===== src/rtl/loopback_pkg.sv =====
// Shared types and the test-pattern definition for the Avalon-MM loopback master.
package loopback_pkg;

  typedef enum logic [2:0] {
    ST_IDLE,
    ST_WR,
    ST_RD_REQ,
    ST_RD_WAIT,
    ST_DONE
  } state_e;

  typedef enum logic [1:0] {
    MODE_INDEX     = 2'd0,
    MODE_INV_INDEX = 2'd1,
    MODE_CHECKER   = 2'd2,
    MODE_SEED_XOR  = 2'd3
  } mode_e;

  localparam logic [31:0] CHECKER_ODD  = 32'h5555_5555;
  localparam logic [31:0] CHECKER_EVEN = 32'hAAAA_AAAA;

  // Word written to (and expected back from) word index idx.
  function automatic logic [31:0] pattern_word(input mode_e      mode,
                                               input logic [31:0] seed,
                                               input logic [31:0] idx);
    logic [31:0] word;
    word = idx;
    case (mode)
      MODE_INDEX:     word = idx;
      MODE_INV_INDEX: word = ~idx;
      MODE_CHECKER:   word = idx[0] ? CHECKER_ODD : CHECKER_EVEN;
      MODE_SEED_XOR:  word = seed ^ idx;
      default:        word = idx;
    endcase
    return word;
  endfunction

endpackage


===== src/rtl/loopback_pattern_gen.sv =====
// Combinational pattern generator: (mode, seed, idx) -> 32-bit test word.
import loopback_pkg::*;

module loopback_pattern_gen #(
  parameter int unsigned IDX_W = 13
) (
  input  logic [1:0]       i_mode,
  input  logic [31:0]      i_seed,
  input  logic [IDX_W-1:0] i_idx,
  output logic [31:0]      o_word
);

  assign o_word = pattern_word(mode_e'(i_mode), i_seed, 32'(i_idx));

endmodule


===== src/rtl/avalon_mm_loopback_master.sv =====
// Avalon-MM master: writes NUM_WORDS generated words from BASE_ADDR, reads them
// back one at a time, compares and reports a pass/fail summary.
import loopback_pkg::*;

module avalon_mm_loopback_master #(
  parameter int unsigned ADDR_W    = 15,
  parameter int unsigned BASE_ADDR = 0,
  parameter int unsigned NUM_WORDS = 6144,
  parameter int unsigned TIMEOUT   = 255
) (
  input  logic              clk,
  input  logic              reset_n,
  input  logic              start,
  input  logic [1:0]        mode,
  input  logic [31:0]       seed,
  output logic [ADDR_W-1:0] avm_address,
  output logic              avm_write,
  output logic              avm_read,
  output logic [31:0]       avm_writedata,
  output logic [3:0]        avm_byteenable,
  input  logic              avm_waitrequest,
  input  logic [31:0]       avm_readdata,
  input  logic              avm_readdatavalid,
  output logic              busy,
  output logic              done,
  output logic              pass,
  output logic              timeout,
  output logic [15:0]       error_count,
  output logic [ADDR_W-1:0] first_err_addr
);

  localparam int unsigned IDX_W = ADDR_W - 2;
  localparam int unsigned TMR_W = (TIMEOUT < 2) ? 1 : $clog2(TIMEOUT);

  state_e            r_state;
  logic [IDX_W-1:0]  r_idx;
  logic [TMR_W-1:0]  r_timer;
  logic [1:0]        r_mode;
  logic [31:0]       r_seed;
  logic [ADDR_W-1:0] r_address;
  logic              r_write;
  logic              r_read;
  logic [31:0]       r_writedata;
  logic              r_busy;
  logic              r_done;
  logic              r_pass;
  logic              r_timeout;
  logic [15:0]       r_err_cnt;
  logic [ADDR_W-1:0] r_first_err;

  logic              w_start_ok;
  logic              w_last;
  logic [IDX_W-1:0]  w_idx_inc;
  logic [31:0]       w_cmp_word;
  logic [31:0]       w_nxt_word;
  logic [1:0]        w_nxt_mode;
  logic [31:0]       w_nxt_seed;
  logic [IDX_W-1:0]  w_nxt_idx;
  logic              w_rd_done;
  logic              w_mismatch;
  logic [15:0]       w_err_next;

  function automatic logic [ADDR_W-1:0] word_addr(input logic [IDX_W-1:0] idx);
    return ADDR_W'(BASE_ADDR) + {idx, 2'b00};
  endfunction

  assign w_start_ok = start && ((r_state == ST_IDLE) || (r_state == ST_DONE));
  assign w_last     = (r_idx == IDX_W'(NUM_WORDS - 1));
  assign w_idx_inc  = r_idx + 1'b1;

  // The write data is registered one word ahead, so the generator for the write
  // path looks at the word being loaded next: word 0 with the incoming mode/seed
  // on start acceptance, otherwise idx+1 with the latched mode/seed.
  assign w_nxt_mode = w_start_ok ? mode : r_mode;
  assign w_nxt_seed = w_start_ok ? seed : r_seed;
  assign w_nxt_idx  = w_start_ok ? '0   : w_idx_inc;

  loopback_pattern_gen #(.IDX_W(IDX_W)) u_gen_wr (
    .i_mode (w_nxt_mode),
    .i_seed (w_nxt_seed),
    .i_idx  (w_nxt_idx),
    .o_word (w_nxt_word)
  );

  loopback_pattern_gen #(.IDX_W(IDX_W)) u_gen_cmp (
    .i_mode (r_mode),
    .i_seed (r_seed),
    .i_idx  (r_idx),
    .o_word (w_cmp_word)
  );

  // A read completes either in RD_WAIT or, for a zero-latency slave, in the
  // very cycle RD_REQ is accepted.
  assign w_rd_done  = ((r_state == ST_RD_REQ) && !avm_waitrequest && avm_readdatavalid) ||
                      ((r_state == ST_RD_WAIT) && avm_readdatavalid);
  assign w_mismatch = (avm_readdata != w_cmp_word);
  assign w_err_next = (w_mismatch && (r_err_cnt != 16'hFFFF)) ? r_err_cnt + 16'd1 : r_err_cnt;

  // Control FSM with registered bus and status outputs.
  always_ff @(posedge clk or negedge reset_n) begin
    if (!reset_n) begin
      r_state     <= ST_IDLE;
      r_idx       <= '0;
      r_timer     <= '0;
      r_mode      <= '0;
      r_seed      <= '0;
      r_address   <= '0;
      r_write     <= 1'b0;
      r_read      <= 1'b0;
      r_writedata <= '0;
      r_busy      <= 1'b0;
      r_done      <= 1'b0;
      r_pass      <= 1'b0;
      r_timeout   <= 1'b0;
      r_err_cnt   <= '0;
      r_first_err <= '0;
    end else if (w_rd_done) begin
      r_err_cnt <= w_err_next;
      if (w_mismatch && (r_err_cnt == '0)) begin
        r_first_err <= r_address;
      end
      if (w_last) begin
        r_read  <= 1'b0;
        r_done  <= 1'b1;
        r_busy  <= 1'b0;
        r_pass  <= (w_err_next == '0);
        r_state <= ST_DONE;
      end else begin
        r_idx     <= w_idx_inc;
        r_address <= word_addr(w_idx_inc);
        r_read    <= 1'b1;
        r_state   <= ST_RD_REQ;
      end
    end else begin
      case (r_state)
        ST_IDLE, ST_DONE: begin
          if (start) begin
            r_mode      <= mode;
            r_seed      <= seed;
            r_idx       <= '0;
            r_err_cnt   <= '0;
            r_first_err <= '0;
            r_timeout   <= 1'b0;
            r_done      <= 1'b0;
            r_pass      <= 1'b0;
            r_busy      <= 1'b1;
            r_write     <= 1'b1;
            r_address   <= word_addr('0);
            r_writedata <= w_nxt_word;
            r_state     <= ST_WR;
          end
        end
        ST_WR: begin
          if (!avm_waitrequest) begin
            if (w_last) begin
              r_idx     <= '0;
              r_write   <= 1'b0;
              r_read    <= 1'b1;
              r_address <= word_addr('0);
              r_state   <= ST_RD_REQ;
            end else begin
              r_idx       <= w_idx_inc;
              r_address   <= word_addr(w_idx_inc);
              r_writedata <= w_nxt_word;
            end
          end
        end
        ST_RD_REQ: begin
          if (!avm_waitrequest) begin
            r_read  <= 1'b0;
            r_timer <= '0;
            r_state <= ST_RD_WAIT;
          end
        end
        ST_RD_WAIT: begin
          if (r_timer == TMR_W'(TIMEOUT - 1)) begin
            r_timeout <= 1'b1;
            r_pass    <= 1'b0;
            r_done    <= 1'b1;
            r_busy    <= 1'b0;
            r_state   <= ST_DONE;
          end else begin
            r_timer <= r_timer + 1'b1;
          end
        end
        default: r_state <= ST_IDLE;
      endcase
    end
  end

  assign avm_address    = r_address;
  assign avm_write      = r_write;
  assign avm_read       = r_read;
  assign avm_writedata  = r_writedata;
  assign avm_byteenable = 4'hF;
  assign busy           = r_busy;
  assign done           = r_done;
  assign pass           = r_pass;
  assign timeout        = r_timeout;
  assign error_count    = r_err_cnt;
  assign first_err_addr = r_first_err;

endmodule

===== config.mk =====
export PLATFORM = sky130hd
export DESIGN_NAME = avalon_mm_loopback_master
export DESIGN_NICKNAME = d
export VERILOG_FILES = /design/src/rtl/loopback_pkg.sv /design/src/rtl/loopback_pattern_gen.sv /design/src/rtl/avalon_mm_loopback_master.sv
export SDC_FILE = /design/constraint.sdc
export NUM_CORES = 1
export LEC_CHECK = 0
export ABC_CLOCK_PERIOD_IN_PS = 6650
export BUFFER_PORTS_ARGS = -buffer_cell sky130_fd_sc_hd__buf_4
export CORE_ASPECT_RATIO = 1.25
export CORE_MARGIN = 1.5
export CORE_UTILIZATION = 45
export CTS_BUF_LIST = sky130_fd_sc_hd__clkbuf_2
export DETAILED_ROUTE_END_ITERATION = 6
export GPL_TIMING_DRIVEN = 0
export PLACE_DENSITY = 0.71
export SYNTH_ARGS = -nofsm -noshare
export SYNTH_HDL_FRONTEND = slang
export SYNTH_SLANG_ARGS = --single-unit

===== constraint.sdc =====
create_clock -name clk -period 6.65 [get_ports clk]
set_input_delay 0.665 -clock clk [delete_from_list [all_inputs] [get_ports clk]]
set_output_delay 0.665 -clock clk [all_outputs]
set_load 0.005 [all_outputs]

**Yosys cells after proc, flatten, opt, wreduce, memory -nomap -nowiden**

Cells that the tools add are included.

- Register bits: 142
- Input port bits: 71
- Output and inout bits: 88
- Word-level logic and storage cells: 147

- Add/subtract/negate cells: 3
- Equal/unequal tests: 29
- Multiplexer cells: 61
- Bitwise operators: 5
- Reductions and logical operators: 34

Operators with widths:

| kind | count |
|---|---|
| $pmux W32 S4 | 2 |
| $mux W32 | 6 |
| $mux W15 | 8 |
| $mux W13 | 6 |
| $mux W16 | 4 |
| $not A13 Y32 | 2 |
| $pmux W32 S2 | 1 |
| $xor A32 B13 Y32 | 2 |
| $logic_not A16 Y1 | 2 |
| $ne A32 B32 Y1 | 1 |
| $pmux W15 S2 | 1 |
| $pmux W13 S2 | 1 |
| $mux W3 | 7 |
| $reduce_and A4 Y1 | 5 |
| $add A16 B1 Y16 const B | 1 |
| $mux W8 | 2 |
| $ne A16 B16 Y1 const B | 1 |
| $ne A2 B2 Y1 const B | 8 |
| $pmux W8 S2 | 1 |
| $mux W1 | 15 |
| $reduce_and A5 Y1 | 3 |
| $add A13 B1 Y13 const B | 1 |
| $eq A13 B13 Y1 const B | 1 |
| $ne A3 B3 Y1 const B | 4 |
| other kinds (23) | 47 |

**Longest topological paths before layout**

- Depth in word-level cells: 9
- Gate-level depth with buffers: 14
- Gate-level depth less buffers: 12

**Cells and area by module**

From an unflattened synthesis, not the netlist that was laid out.

- Cell total of the unflattened synthesis: 916
- Area total of the unflattened synthesis: 7906.3 sq um

By module, submodules not included:

| module | instances | cells an instance | area each (sq um) | seq. area each (sq um) |
|---|---|---|---|---|
| avalon_mm_loopback_master | 1 | 738 | 6727.7 | 3128.0 |
| loopback_pattern_gen | 2 | 89 | 589.3 | 0.0 |

**Worst setup path after synthesis**

No wires, ideal clock.

- Kind: in2reg
- Start: input port avm_readdata[21]
- End: register r_pass (netlist: pass)
- Library setup time: 0.076 ns
- Data arrival time: 2.779 ns
- Data required time: 6.574 ns
- Slack: 3.795 ns
- Stages: 12
- Path buffers: 1
- Cell sequence: inv_1 a221o_1 o21ai_0 o311ai_1 a2111oi_2 nand4_1 o21a_1 buf_6 o31ai_2 nand4b_1 a211o_1 o21ai_1

- Cells in the longest elaborated chain, start to end: 6

Ends and longest elaborated chain:

| item | RTL line | text |
|---|---|---|
| from (decl) | avalon_mm_loopback_master.sv:22 | `input logic [31:0] avm_readdata,` |
| $ne A32 B32 Y1 | avalon_mm_loopback_master.sv:96 | `assign w_mismatch = (avm_readdata != w_cmp_word);` |
| $logic_and A1 B1 Y1 | avalon_mm_loopback_master.sv:97 | `assign w_err_next = (w_mismatch && (r_err_cnt != 16'hFFFF)) ? r_err_cnt + 16'd1 : r_err_cnt;` |
| $mux W16 | avalon_mm_loopback_master.sv:97 |  |
| $logic_not A16 Y1 | avalon_mm_loopback_master.sv:126 | `r_pass <= (w_err_next == '0);` |
| $mux W1 | avalon_mm_loopback_master.sv:122 | `if (w_last) begin` |
| $mux W1 | avalon_mm_loopback_master.sv:117 | `end else if (w_rd_done) begin` |
| to (signal assigned) | avalon_mm_loopback_master.sv:126 |  |
| to (decl) | avalon_mm_loopback_master.sv:46 | `logic r_pass;` |

No other way between the ends. The select of a mux whose other input is x is not followed.
A chain may end at the register's enable or synchronous reset.

**Worst setup path after layout**

- Start: register r_mode[0]
- End: register r_pass (netlist: pass)

- Cells in the longest elaborated chain, start to end: 8
- Elaborated cells on any way between the ends: 11
- Those cells by class: eq/ne (4); mux (4); reduce/logical (3)

Ends and longest elaborated chain:

| item | RTL line | text |
|---|---|---|
| from (decl) | avalon_mm_loopback_master.sv:38 | `logic [1:0] r_mode;` |
| from (signal assigned) | avalon_mm_loopback_master.sv:138 | `r_mode <= mode;` |
| $eq A2 B2 Y1, or another cell as far along | loopback_pkg.sv:28 | `case (mode)` |
| $pmux W32 S4 (*) | loopback_pkg.sv:28 |  |
| $ne A32 B32 Y1 (*) | avalon_mm_loopback_master.sv:96 |  |
| $logic_and A1 B1 Y1 (*) | avalon_mm_loopback_master.sv:97 |  |
| $mux W16 (*) | avalon_mm_loopback_master.sv:97 |  |
| $logic_not A16 Y1 (*) | avalon_mm_loopback_master.sv:126 |  |
| $mux W1 (*) | avalon_mm_loopback_master.sv:122 |  |
| $mux W1 (*) | avalon_mm_loopback_master.sv:117 |  |

Every way passes the cells marked *; elsewhere a longest branch is shown, timed or not. The select of a mux whose other input is x is not followed.

==> flow_results.xml <==
<?xml version="1.0" encoding="UTF-8"?>
<metrics>
  <group name="status">
    <metric name="run_status" unit="">complete, no violations</metric>
  </group>
  <group name="cts">
    <metric name="setup_bufs_post_cts" unit="">0</metric>
    <metric name="clk_transition_reported_paths" unit="ps">250</metric>
    <metric name="clk-insertion-delay-late" unit="ps">750</metric>
    <metric name="cts_htree_levels" unit="">4</metric>
    <metric name="clock_sink_count" unit="">125</metric>
    <metric name="maximum_clock_insertion_buffer_count" unit="">2</metric>
    <metric name="cts_tree" unit="">done</metric>
    <metric name="cts-buffers-inserted" unit="">17</metric>
    <metric name="cts.root.buffer_cell" unit="">clkbuf_2</metric>
  </group>
  <group name="floorplanning">
    <metric name="die_height" unit="µm">150</metric>
    <metric name="dieWidth" unit="µm">120</metric>
    <metric name="std_cell_rows" unit="">53</metric>
    <metric name="dieArea" unit="mm²">0.0180</metric>
    <metric name="initial_utilization" unit="">0.459</metric>
    <metric name="ioPinCount" unit="">159</metric>
    <metric name="coreArea" unit="mm²">0.0168</metric>
  </group>
  <group name="job">
    <metric name="timing.max_cap.violations" unit="">0</metric>
  </group>
  <group name="yosys">
    <metric name="ys_dominant_reg_cell" unit="">dfrtp_1</metric>
    <metric name="synth_sequential_area_ratio" unit="">0.404</metric>
    <metric name="yosys_warnings" unit="">0</metric>
    <metric name="synth.largest_area_cell" unit="">dfrtp_1</metric>
    <metric name="post_synth_instance_area" unit="mm²">0.00774</metric>
    <metric name="synth.area.top_cells" unit="">dfrtp_1 40%, nand2_1 8.8%, a21oi_1 6.0%</metric>
    <metric name="post_synth_arst_share" unit="">1.00</metric>
    <metric name="yosys_register_bits" unit="">125</metric>
    <metric name="post_synth_inst_count" unit="">985</metric>
    <metric name="syn-mean-instance-area" unit="µm²">7.86</metric>
    <metric name="edff_count_synth" unit="">0</metric>
    <metric name="netlist.area_leader.share" unit="">0.404</metric>
    <metric name="yosysUniqueCellTypes" unit="">71</metric>
  </group>
  <group name="placement">
    <metric name="port-buffer-count" unit="">150</metric>
    <metric name="place_congestion" unit="">0.950</metric>
    <metric name="dp_hpwl" unit="µm">19500</metric>
    <metric name="placement.cell_area" unit="mm²">0.00921</metric>
  </group>
  <group name="worst_setup_path">
    <metric name="startpoint_type" unit="">register</metric>
    <metric name="worst_r2r_endpoint" unit="">pass$_DFFE_PN0P_</metric>
    <metric name="worst-setup-path-type" unit="">register to register</metric>
    <metric name="data_arrival_at_the_endpoint_of_the_critical_path" unit="ps">4360</metric>
    <metric name="worstPathMaxFanout" unit="">10</metric>
    <metric name="worst-r2r-setup-slack" unit="ps">2970</metric>
    <metric name="critPathCapture" unit="">pass$_DFFE_PN0P_</metric>
    <metric name="critical_path.endpoint_type" unit="">register</metric>
    <metric name="critical_path.reg2reg.startpoint" unit="">r_mode[0]$_DFFE_PN0P_</metric>
    <metric name="worst_ep_required_time" unit="ps">7330</metric>
    <metric name="timing.critical_path.from" unit="">r_mode[0]$_DFFE_PN0P_</metric>
    <metric name="logic_depth_of_the_worst_register_to_register_path" unit="">12</metric>
  </group>
  <group name="sta">
    <metric name="timing_worst_slew_pin_value" unit="ps">837</metric>
    <metric name="top_achievable_clock_speed" unit="MHz">271</metric>
    <metric name="max-slew-margin-rel" unit="">0.437</metric>
    <metric name="setup_violating_endpoint_count_in_the_final_report" unit="">0</metric>
    <metric name="finalCritPeriodShare" unit="">0.554</metric>
    <metric name="slew_viol_final" unit="">0</metric>
    <metric name="final_period_demand_of_the_worst_path" unit="ps">3680</metric>
    <metric name="fin_worst_skew" unit="ps">38.4</metric>
    <metric name="fin_worst_hold_slack" unit="ps">111</metric>
    <metric name="fin_setup_tns" unit="ps">0</metric>
    <metric name="setup_repair_after_global_routing_missed_its_margin" unit="">false</metric>
    <metric name="timing_hold_violations_final" unit="">0</metric>
  </group>
  <group name="final_layout">
    <metric name="finish.net_count" unit="">1239</metric>
    <metric name="utilization" unit="">0.561</metric>
    <metric name="multiInputGateArea" unit="mm²">0.00420</metric>
    <metric name="final_layout_size_suffix_gt1_frac" unit="">0.179</metric>
    <metric name="final.fill_count" unit="">1654</metric>
    <metric name="sequential_cell_area" unit="mm²">0.00313</metric>
    <metric name="area_delta_synth_final" unit="%">22.1</metric>
    <metric name="post-route-cell-area" unit="mm²">0.00945</metric>
  </group>
  <group name="power_and_ir_drop">
    <metric name="power_density" unit="mW/mm²">401</metric>
    <metric name="worst_ir_drop_vdd" unit="V">0.000237</metric>
    <metric name="p_leak" unit="nW">4.32</metric>
    <metric name="power" unit="mW">3.78</metric>
  </group>
  <group name="grt">
    <metric name="global_route.usage.total" unit="">0.289</metric>
    <metric name="grt_first_pass_wirelength" unit="µm">40100</metric>
    <metric name="grt_antenna_before_repair" unit="">1</metric>
    <metric name="pin_count_of_the_biggest_net_entering_global_routing" unit="">68</metric>
    <metric name="grt_overflow" unit="">0</metric>
    <metric name="first_global_vias" unit="">7535</metric>
  </group>
  <group name="routing">
    <metric name="postRouteAntennaNets" unit="">0</metric>
    <metric name="totalWireLength" unit="µm">25900</metric>
    <metric name="first_pass_iters" unit="">6</metric>
    <metric name="detailedRoute.firstIterationViolations" unit="">733</metric>
    <metric name="vias" unit="">8053</metric>
    <metric name="route.detailed.vias_per_inst" unit="">5.76</metric>
    <metric name="route.detailed.drc" unit="">0</metric>
    <metric name="average_routed_wire_per_standard_cell" unit="µm">18.5</metric>
  </group>
  <group name="min_path">
    <metric name="timing.hold.worst.class" unit="">input port to register</metric>
  </group>
</metrics>
-- flip-flops by register name (all words and copies together) (netlist names) --
signal and cells:
done 1, avm_read 1, r_timer 8, busy 1
avm_writedata 32, avm_write 1, pass 1, r_seed 32
r_state 3, error_count 16, timeout 1, r_mode 2
avm_address 13, first_err_addr 13
-- per-layer routing --
layer / GRT usage / wire, µm
met1: 0.357 / 10200
met2: 0.499 / 13000
met3: 0.0541 / 1660
met4: 0.115 / 937
met5: 0 / 0
-- timing repair --
action / 4_1_cts / 5_1_grt
endpoints found under the hold margin: 58 / 0
endpoints found under the setup margin: 0 / 0
hold buffers: 1 / 0
resized for setup: 0 / 0
-- worst min path at each step --
| stage | slack [ps] | to | cells after the start | from |
|---|---|---|---|---|
| 4_1_cts | 40 | r_seed[20]$_DFFE_PN0P_ | 3 | seed[20] |
| 3_3_place_gp | 450 | r_seed[10]$_DFFE_PN0P_ | 2 | r_seed[10]$_DFFE_PN0P_ |
| 3_5_place_dp | 460 | r_seed[10]$_DFFE_PN0P_ | 2 | r_seed[10]$_DFFE_PN0P_ |
| 2_1_floorplan | 370 | avm_address[10]$_DFFE_PN0P_ | 0 | reset_n |
| 6_report | 110 | r_seed[20]$_DFFE_PN0P_ | 3 | seed[20] |
| 5_1_grt | 20 | r_seed[23]$_DFFE_PN0P_ | 3 | seed[23] |
-- per-stage QoR --
stage / setup slack (ps) / instances
after floorplan: 3790 / 991
after global placement: 3060 / 1361
after detailed placement: 3080 / 1363
after CTS: 3040 / 1396
after global routing: 2730 / 1397
final: 2970 / 1398
-- layout make-up --
cell class                 count  area share
antenna                        2    0.000530
buffer                        81      0.0379
clock buffer                  17     0.00900
clock inverter                15      0.0151
inverter                      22     0.00874
multi-input combinational    763       0.444
sequential                   125       0.331
tap                          220      0.0291
timing repair buffer         153       0.124
-- placed cells by master, fill, tap and decap left out, types with 4 or more instances in the layout --
cell / Yosys / routed
nor2b_1: 11 / 11
or3_1: 15 / 15
nor4_1: 8 / 8
o22ai_1: 10 / 10
ha_1: 5 / 5
clkbuf_1: 59 / 59
a31oi_1: 10 / 10
mux2i_1: 7 / 7
nor3_1: 23 / 23
buf_2: 7 / 7
a21oi_1: 93 / 93
xor2_1: 21 / 21
o21ai_0: 68 / 68
nand4_1: 12 / 12
a211oi_1: 8 / 8
o21a_1: 4 / 4
nand2b_1: 6 / 6
o31a_1: 4 / 4
and2b_1: 4 / 4
nor2_1: 93 / 93
clkbuf_2: 0 / 17
o31ai_1: 10 / 10
inv_1: 19 / 19
conb_1: 2 / 8
inv_6: 0 / 7
buf_4: 10 / 160
xnor2_1: 38 / 38
nand2_1: 182 / 182
nand3_1: 41 / 41
dfrtp_1: 125 / 125
and3_1: 14 / 14
o211ai_1: 4 / 4
buf_1: 4 / 4
and2_1: 5 / 5
-- report_power, final --
part / leakage [nW] / internal (mW) / total [mW] / switching, mW
sequential: 1.58 / 1.01 / 1.23 / 0.227
clock: 0.132 / 0.118 / 0.478 / 0.360
combinational: 2.60 / 0.824 / 2.07 / 1.25
total: 4.32 / 1.95 / 3.78 / 1.84
-- synthesized netlist by cell type, types with 4 or more instances --
| cell type | n |
|---|---|
| a211oi_1 | 8 |
| a21oi_1 | 93 |
| a31oi_1 | 10 |
| and2_1 | 5 |
| and2b_1 | 4 |
| and3_1 | 14 |
| buf_1 | 4 |
| buf_2 | 7 |
| buf_4 | 10 |
| clkbuf_1 | 59 |
| dfrtp_1 | 125 |
| ha_1 | 5 |
| inv_1 | 19 |
| mux2i_1 | 7 |
| nand2_1 | 182 |
| nand2b_1 | 6 |
| nand3_1 | 41 |
| nand4_1 | 12 |
| nor2_1 | 93 |
| nor2b_1 | 11 |
| nor3_1 | 23 |
| nor4_1 | 8 |
| o211ai_1 | 4 |
| o21a_1 | 4 |
| o21ai_0 | 68 |
| o22ai_1 | 10 |
| o31a_1 | 4 |
| o31ai_1 | 10 |
| or3_1 | 15 |
| xnor2_1 | 38 |
| xor2_1 | 21 |
-- cell families after synthesis --
kind of cell / after synthesis / synth area share
AOI/OAI and AO/OA: 250 / 0.195
xor gates and xnor gates: 59 / 0.0668
adders and majority gates: 5 / 0.00809
buffers and inverters: 103 / 0.0569
DFF: 125 / 0.404
muxes: 9 / 0.0120
other: 2 / 0.000971
and+or+nand+nor: 432 / 0.256
-- critical path, stage by stage (launching register included) --
cell      delay, ps
dfrtp_1         420
clkbuf_1        410
clkbuf_1        540
o21ai_0         180
o21ai_0         120
nand2_1          70
nor3_1          260
nand4_1         350
nor2_2          360
nor2_1          200
o31ai_1         200
or3b_1          390
o21ai_1         120
No activity file was read; power rests on OpenSTA's default activity.
